**config.mk**
```make
export PLATFORM = sky130hd
export DESIGN_NAME = stats_engine
export DESIGN_NICKNAME = d
export VERILOG_FILES = /design/src/rtl/stats_pkg.sv /design/src/rtl/stats_divsqrt.sv /design/src/rtl/stats_engine.sv
export SDC_FILE = /design/constraint.sdc
export NUM_CORES = 2
export LEC_CHECK = 0
export BUFFER_PORTS_ARGS = -buffer_cell sky130_fd_sc_hd__buf_2
export CAP_MARGIN = 10
export CELL_PAD_IN_SITES_DETAIL_PLACEMENT = 1
export CELL_PAD_IN_SITES_GLOBAL_PLACEMENT = 2
export CORE_MARGIN = 2
export CORE_UTILIZATION = 40
export DETAILED_ROUTE_END_ITERATION = 10
export MAX_ROUTING_LAYER = met4
export PLACE_DENSITY_LB_ADDON = 0.05
export RECOVER_POWER = 25
export SLEW_MARGIN = 20
export SYNTH_ARGS = -nofsm -noshare
export SYNTH_HDL_FRONTEND = slang
export SYNTH_HIERARCHICAL = 1
export SYNTH_SLANG_ARGS = --single-unit
```
**constraint.sdc**
```tcl
create_clock -name clk -period 10.6 [get_ports clk]
set_input_delay 2.12 -clock clk [delete_from_list [all_inputs] [get_ports clk]]
set_output_delay 2.12 -clock clk [all_outputs]
set_load 0.1 [all_outputs]
```
**src/rtl/stats_pkg.sv**
```systemverilog
// Shared types and constants for the statistics engine.
package stats_pkg;

    // Top-level FSM; the encoding is exported on the phase port for debug LEDs.
    typedef enum logic [2:0] {
        LOAD_N  = 3'd0,
        LOAD_S  = 3'd1,
        SELECT  = 3'd2,
        COMPUTE = 3'd3,
        SHOW    = 3'd4
    } state_t;

    // Divider/sqrt unit sequencing.
    typedef enum logic [1:0] {
        DS_IDLE = 2'd0,
        DS_DIV1 = 2'd1,
        DS_DIV2 = 2'd2,
        DS_SQRT = 2'd3
    } ds_state_t;

    localparam logic [1:0] MODE_SUM   = 2'd0;
    localparam logic [1:0] MODE_AVG   = 2'd1;
    localparam logic [1:0] MODE_SUMSQ = 2'd2;
    localparam logic [1:0] MODE_STD   = 2'd3;

    // Accumulator width: enough for DEPTH squared samples without overflow.
    function automatic int acc_w(input int w, input int depth);
        return 2 * w + $clog2(depth + 1);
    endfunction

endpackage

```
**src/rtl/stats_divsqrt.sv**
```systemverilog
// Shared sequential arithmetic unit: restoring divider (one quotient bit per
// cycle) and non-restoring integer square root (one root bit per cycle).
// op=0: res = sum / n after ACC_W cycles.
// op=1: res = isqrt(sumsq/n - (sum/n)^2) after 2*ACC_W + ceil(ACC_W/2) cycles.
// start loads the operands on the same edge; done is a one-cycle pulse with
// res valid in that cycle. start is only issued while the unit is idle.
module stats_divsqrt
    import stats_pkg::*;
#(
    parameter int ACC_W = 20
) (
    input  logic             clk,
    input  logic             rst,
    input  logic             start,
    input  logic             op,
    input  logic [ACC_W-1:0] sum,
    input  logic [ACC_W-1:0] sumsq,
    input  logic [ACC_W-1:0] n,
    output logic             done,
    output logic [ACC_W-1:0] res
);

    localparam int SQ_STEPS = (ACC_W + 1) / 2;
    localparam int RAD_W    = 2 * SQ_STEPS;
    localparam int SR_W     = RAD_W + 4;
    localparam int CW       = $clog2(ACC_W + 1);
    localparam logic [CW-1:0] LAST_DIV = CW'(ACC_W - 1);
    localparam logic [CW-1:0] LAST_SQ  = CW'(SQ_STEPS - 1);

    ds_state_t                 st;
    logic                      op_r;
    logic [CW-1:0]             cnt;
    logic [ACC_W-1:0]          rem, quo, divisor, sumsq_r, mean_r;
    logic [2*ACC_W-1:0]        msq;
    logic [RAD_W-1:0]          rad;
    logic signed [SR_W-1:0]    sr;
    logic [SQ_STEPS-1:0]       root;

    // Divider step: bring down the next dividend bit, subtract if it fits.
    logic [ACC_W:0]     shifted;
    logic               ge;
    logic [ACC_W-1:0]   rem_next, quo_next;
    logic [2*ACC_W-1:0] q2w, rad_val;
    assign shifted  = {rem, quo[ACC_W-1]};
    assign ge       = (shifted >= {1'b0, divisor});
    assign rem_next = ge ? ACC_W'(shifted - {1'b0, divisor}) : shifted[ACC_W-1:0];
    assign quo_next = {quo[ACC_W-2:0], ge};
    // Variance = E[x^2] - mean^2, clamped at zero (floor division can undershoot).
    assign q2w      = {{ACC_W{1'b0}}, quo_next};
    assign rad_val  = (q2w >= msq) ? (q2w - msq) : '0;

    // Sqrt step: signed remainder; subtract 4Q+1 when non-negative, else add 4Q+3.
    logic signed [SR_W-1:0] sr_shift, q41, q43, sr_next;
    logic [SQ_STEPS-1:0]    root_next;
    assign sr_shift  = (sr <<< 2) + $signed({{(SR_W-2){1'b0}}, rad[RAD_W-1 -: 2]});
    assign q41       = $signed({{(SR_W-SQ_STEPS-2){1'b0}}, root, 2'b01});
    assign q43       = $signed({{(SR_W-SQ_STEPS-2){1'b0}}, root, 2'b11});
    assign sr_next   = sr[SR_W-1] ? (sr_shift + q43) : (sr_shift - q41);
    assign root_next = {root[SQ_STEPS-2:0], ~sr_next[SR_W-1]};

    // Sequencer: DIV1 (sum/n), optionally DIV2 (sumsq/n) then SQRT.
    always_ff @(posedge clk or posedge rst) begin
        if (rst) begin
            st      <= DS_IDLE;
            op_r    <= 1'b0;
            cnt     <= '0;
            rem     <= '0;
            quo     <= '0;
            divisor <= '0;
            sumsq_r <= '0;
            mean_r  <= '0;
            msq     <= '0;
            rad     <= '0;
            sr      <= '0;
            root    <= '0;
            done    <= 1'b0;
            res     <= '0;
        end else begin
            done <= 1'b0;
            if (start) begin
                st      <= DS_DIV1;
                op_r    <= op;
                cnt     <= '0;
                rem     <= '0;
                quo     <= sum;
                divisor <= n;
                sumsq_r <= sumsq;
            end else begin
                case (st)
                    DS_DIV1: begin
                        rem <= rem_next;
                        quo <= quo_next;
                        cnt <= cnt + 1'b1;
                        if (cnt == LAST_DIV) begin
                            cnt <= '0;
                            if (!op_r) begin
                                res  <= quo_next;
                                done <= 1'b1;
                                st   <= DS_IDLE;
                            end else begin
                                mean_r <= quo_next;
                                rem    <= '0;
                                quo    <= sumsq_r;
                                st     <= DS_DIV2;
                            end
                        end
                    end
                    DS_DIV2: begin
                        rem <= rem_next;
                        quo <= quo_next;
                        msq <= (2*ACC_W)'(mean_r) * (2*ACC_W)'(mean_r);
                        cnt <= cnt + 1'b1;
                        if (cnt == LAST_DIV) begin
                            cnt  <= '0;
                            rad  <= RAD_W'(rad_val);
                            sr   <= '0;
                            root <= '0;
                            st   <= DS_SQRT;
                        end
                    end
                    DS_SQRT: begin
                        sr   <= sr_next;
                        root <= root_next;
                        rad  <= rad << 2;
                        cnt  <= cnt + 1'b1;
                        if (cnt == LAST_SQ) begin
                            res  <= ACC_W'(root_next);
                            done <= 1'b1;
                            st   <= DS_IDLE;
                        end
                    end
                    default: st <= DS_IDLE;
                endcase
            end
        end
    end

endmodule

```
**src/rtl/stats_engine.sv**
```systemverilog
// Switch-driven statistics engine: captures N, N samples and a mode code on
// a periodic tick, then shows sum / mean / sum of squares / std deviation,
// saturated to OUT_W bits.
module stats_engine
    import stats_pkg::*;
#(
    parameter int W           = 8,
    parameter int DEPTH       = 10,
    parameter int OUT_W       = 8,
    parameter int TICK_CYCLES = 100000000
) (
    input  logic             clk,
    input  logic             rst,
    input  logic [W-1:0]     din,
    output logic [OUT_W-1:0] result,
    output logic             result_valid,
    output logic             busy,
    output logic [2:0]       phase
);

    localparam int ACC_W = acc_w(W, DEPTH);
    localparam int NW    = $clog2(DEPTH + 1);
    localparam int TCW   = (TICK_CYCLES > 1) ? $clog2(TICK_CYCLES) : 1;

    function automatic logic [OUT_W-1:0] sat(input logic [ACC_W-1:0] v);
        logic [OUT_W-1:0] r;
        r = OUT_W'(v);
        if ((v >> OUT_W) != '0) r = '1;
        return r;
    endfunction

    logic [TCW-1:0]   tcnt;
    logic             tick;
    state_t           state;
    logic [NW-1:0]    n, idx, n_in;
    logic [ACC_W-1:0] sum, sumsq, direct_val, ds_res;
    logic [1:0]       mode, din_mode;
    logic             use_div, need_div, ds_start, ds_done;

    assign tick       = (tcnt == TCW'(TICK_CYCLES - 1));
    assign n_in       = (32'(din) > DEPTH) ? NW'(DEPTH) : NW'(din);
    assign din_mode   = (32'(din) >= 32'd3) ? MODE_STD : din[1:0];
    // Odd modes (mean, std) need the divider; an empty set never starts it.
    assign need_div   = (n != '0) && din_mode[0];
    assign ds_start   = tick && need_div &&
                        ((state == SELECT) || ((state == SHOW) && (din_mode != mode)));
    assign direct_val = (n == '0) ? '0 : ((mode == MODE_SUMSQ) ? sumsq : sum);
    assign phase      = state;

    // Free-running tick divider: one-cycle tick every TICK_CYCLES clocks.
    always_ff @(posedge clk or posedge rst) begin
        if (rst)       tcnt <= '0;
        else if (tick) tcnt <= '0;
        else           tcnt <= tcnt + 1'b1;
    end

    stats_divsqrt #(.ACC_W(ACC_W)) u_divsqrt (
        .clk   (clk),
        .rst   (rst),
        .start (ds_start),
        .op    (din_mode[1]),
        .sum   (sum),
        .sumsq (sumsq),
        .n     (ACC_W'(n)),
        .done  (ds_done),
        .res   (ds_res)
    );

    // Main FSM: load count and samples, pick a mode, compute, show.
    always_ff @(posedge clk or posedge rst) begin
        if (rst) begin
            state        <= LOAD_N;
            n            <= '0;
            idx          <= '0;
            sum          <= '0;
            sumsq        <= '0;
            mode         <= MODE_SUM;
            use_div      <= 1'b0;
            result       <= '0;
            result_valid <= 1'b0;
            busy         <= 1'b0;
        end else begin
            case (state)
                LOAD_N: if (tick) begin
                    n      <= n_in;
                    result <= sat(ACC_W'(din));
                    idx    <= '0;
                    sum    <= '0;
                    sumsq  <= '0;
                    state  <= (n_in == '0) ? SELECT : LOAD_S;
                end
                LOAD_S: if (tick) begin
                    result <= sat(ACC_W'(din));
                    sum    <= sum + ACC_W'(din);
                    sumsq  <= sumsq + ACC_W'(din) * ACC_W'(din);
                    idx    <= idx + 1'b1;
                    if (NW'(idx + 1'b1) == n) state <= SELECT;
                end
                SELECT: if (tick) begin
                    mode    <= din_mode;
                    use_div <= need_div;
                    busy    <= 1'b1;
                    state   <= COMPUTE;
                end
                COMPUTE: begin
                    if (!use_div) begin
                        result       <= sat(direct_val);
                        result_valid <= 1'b1;
                        busy         <= 1'b0;
                        state        <= SHOW;
                    end else if (ds_done) begin
                        result       <= sat(ds_res);
                        result_valid <= 1'b1;
                        busy         <= 1'b0;
                        state        <= SHOW;
                    end
                end
                SHOW: if (tick && (din_mode != mode)) begin
                    mode         <= din_mode;
                    use_div      <= need_div;
                    result_valid <= 1'b0;
                    busy         <= 1'b1;
                    state        <= COMPUTE;
                end
                default: state <= LOAD_N;
            endcase
        end
    end

endmodule
```
==> summary.md <==
| Metric | Value |
|---|---|
| Outcome | finished, violations left |
| Failing checks | capacitance limit, slew limit |
| Vias | between 20000 and 25000 |
| Ports | 23 |
| Final Util | a little over two fifths |
| Mapped cell area | just over 0.03 mm^2 |
| PostCTS Resize Cnt | 0 |
| Max Transition Viols Final | ~140 |
| Critical path's slowest cell | dfrtp_1 |
| Pleak | around 17 nW |
| Top post-synthesis cells by count | inv_1 (521), nand2_1 (401), fa_1 (319) |
| Maximum VDD drop | between 0.00009 and 0.0001 V |
| Vias per std cell | 5.360 |
| Filler cells | between 8000 and 9000 |
| Min Hold Slack | 0.4542 ns |
| RR Startpoint | u_divsqrt/mean_r[11] |
| Flops & latches, synth | 312 |
| Fin crit share | between 70% and 80% |
| Clk sinks | roughly 310 |
| Top-count cell post-synth | inv_1 |
| Kind of start point of the critical path | flop |
| Mean post-synth cell area | a little over 9 um^2 |
| Endpoint type of the worst setup path | flop |
| Sw power | between 0.8 and 0.9 mW |
| Clock share of power | 45.5% |
| Crit path kind | reg2reg |
| Hold WC Path Type | reg2reg |
| Fmax | 0.1284 GHz |
| CP max stage delay | about 0.9 ns |
| First drt pass iteration count | 5 |
| Synth Flop Type | dfrtp_1 |
| Switching portion of total power | 28.20% |
| CORE AREA | approximately 0.076 mm^2 |
| Pin count of the biggest net entering global routing | 95 |
| Post-synth ARST share | 100.0% |
| Routed WL | approximately 88 mm |
| CTS HTree Levels | 2 |
| Reg clk slew, reported paths | approximately 0.06 ns |
| Vias in the first global route | 25280 |
| Drt wl/cell | 20.36 um |
| Hold Buf Count CTS | 0 |
| Critical R2R Capture | u_divsqrt/msq[32] |
| CP endpoint | u_divsqrt/msq[32] |
| Worst path depth | 23 |
| Worst-path cell chain | inv_1, nor2_1, fa_1, fa_1, inv_1, fa_1, inv_1, fa_1, fa_1, fa_1, inv_1, fa_1, inv_1, ha_1, a21oi_1, nand2_1, a211oi_1, o21ai_1, a21boi_1, o21ai_1, a221oi_1, mux2i_1, nand3_1 |
| Worst path bufs/invs | 5 |
| Die width | 280.6 um |
| Layout cells sized above 1 | roughly 5.7% |
| RSZ-0062 raised after global routing | no |
| YS warnings | 6 |
| Final Hold Fails | 0 |
| Dominant cells by area after synthesis | dfrtp_1 (26%), fa_1 (21%), ha_1 (11%) |
| Cell Int Power | between 2 and 2.5 mW |
| Setup bufs post-CTS | 0 |
| Combinational fraction of design power | roughly 16% |
| P per Cell Area | 94.56 mW/mm^2 |
| Floorplan row count | 101 |
| Crit path launch | u_divsqrt/mean_r[11] |
| Post-route ant nets | 0 |
| Chip Height | about 280 um |
| Nets | roughly 4000 |
| Initial antenna violation count | 2 |
| Initial Util | 40.36% |
| HPWL Detailed | between 60 and 70 mm |
| Worst-margin pin slew | 4.559 ns |
| Top-area cell type share of the netlist area | 25.52% |
| Fin crit period | 7.786 ns |
| Worst path top cell family by delay | adder cells |
| Placer Congestion | 0.8441 |
| Worst reg2reg setup slack | 2.81 ns |
| First-pass GRT wire length | between 100 and 150 mm |
| Fraction of power consumed by sequential logic | 38.2% |
| CTS tree | yes |
| DRC viols | 0 |
| Maxcap violations | 2 |
| Sum Neg Setup Slack | 0 ns |
| Number of flops mapped to enable cells by yosys | 0 |
| Worst-path fanout max | 18 |
| Clock Latency Late Sink | 0.57 ns |
| Register area | around 0.008 mm^2 |
| Grt ovf | 0 |
| Place WS | between 2 and 3 ns |
| Post-Syn Instances | between 3000 and 4000 |
| Max clock buf depth | 3 |
| Largest area contributor in the netlist | dfrtp_1 |
| Most frequent CP cell | fa_1 |
| # diodes | 0 |
| Die ar. | 0.07873 mm^2 |
| Seq/Total Area, Yosys | roughly a quarter |
| GRT Overall Usage | a little under a quarter |
| Critical Path RT | approximately 11 ns |
| Final Setup Violations | 0 |
| Pwr Total | 3.132 mW |
| Setup Skew | 0.02297 ns |
| Multi-input gate area | 0.02040 mm^2 |
| Worst slew margin | -205.6% |
| Clock root cell | clkbuf_16 |
| R2r worst-path depth | 23 |
| Starting DRC count in detailed routing | approximately 1100 |
| IO Port Bufs | 22 |
| Critical Path AT | approximately 8.2 ns |
| CTS Buf Count | 40 |
| Synth unique cells | 84 |
| Layout Area Growth over Synthesis | 8.243% |
| Final worst slack | about 2.8 ns |
final cells by class:
type | count | share of cell area, %
multi-input combinational | 2386 | 61.59
sequential | 312 | 23.57
inverter | 522 | 5.923
tap | 978 | 3.694
clock buffer | 56 | 3.479
timing repair buffer | 58 | 1.133
clock inverter | 15 | 0.6044
cell usage in the layout (no fill, tap or decap), types with 16 or more instances in the layout:
cell,count
inv_1,519
nand2_1,401
fa_1,319
dfrtp_1,312
ha_1,271
o21ai_0,249
nor2_1,126
a21oi_1,120
and2_1,102
xor2_1,84
xnor2_1,84
a21o_1,51
nand3_1,49
mux2_2,42
clkbuf_16,41
mux2i_1,37
buf_4,35
and3_1,32
nand4_1,32
nor3_1,27
nor4_1,24
nand2b_1,22
a22oi_1,22
o211ai_1,21
buf_2,21
nor2b_1,18
o22ai_1,18
o31ai_1,17
a31oi_1,16
conb_1,16
power by group through the flow:
stage	Clock, mW	Sequential (mW)	Combinational [mW]
after global routing	1.51	1.20	0.585
after CTS	1.46	1.20	0.522
final	1.42	1.20	0.511
after global placement	0	1.22	0.507
after floorplan	0	1.22	0.388
after detailed placement	0	1.22	0.519
registers in the layout, indices dropped and copies added, names as in the netlist, 2 cells and up:
name	count
u_divsqrt/divisor	20
u_divsqrt/st	2
u_divsqrt/sr	23
idx	4
u_divsqrt/rad	20
u_divsqrt/rem	20
sumsq	20
u_divsqrt/root	10
u_divsqrt/res	20
u_divsqrt/mean_r	20
phase	3
result	8
n	4
u_divsqrt/cnt	5
u_divsqrt/msq	39
sum	20
u_divsqrt/quo	20
u_divsqrt/sumsq_r	20
mode	2
tcnt	27
through the flow:
step	instances	area [um^2]
after floorplan	3351	30660
after global placement	4256	31790
after detailed placement	4256	31790
after CTS	4327	33140
after global routing	4327	33120
final	4327	33120
worst min path at each step:
| stage | startpoint | end | cells after the start |
|---|---|---|---|
| after floorplan | tcnt[0] | tcnt[0] | 1 |
| after global placement | tcnt[0] | tcnt[0] | 1 |
| after detailed placement | tcnt[0] | tcnt[0] | 1 |
| after CTS | tcnt[0] | tcnt[0] | 1 |
| after global routing | tcnt[0] | tcnt[0] | 1 |
| final | tcnt[0] | tcnt[0] | 1 |
cell families after synthesis:
kind of cell / count (synthesis) / synth area share (%)
AND/OR/NAND/NOR: 883 / 13.65
buffers and inverters: 653 / 8.047
multiplexers: 81 / 2.854
other: 1 / 0.01226
flip-flops: 312 / 25.52
AO/OA/AOI/OAI: 648 / 13.16
adder cells (fa/ha/maj): 590 / 31.95
XOR/XNOR: 168 / 4.809
layer usage:
| layer | GRT usage (%) | part of all wire, % |
|---|---|---|
| met1 | 31.68 | 46 |
| met5 | - | 0 |
| met4 | 5.183 | 2.0 |
| met2 | 39.57 | 49 |
| met3 | 2.556 | 3.1 |
No activity file was read; power rests on OpenSTA's default activity.
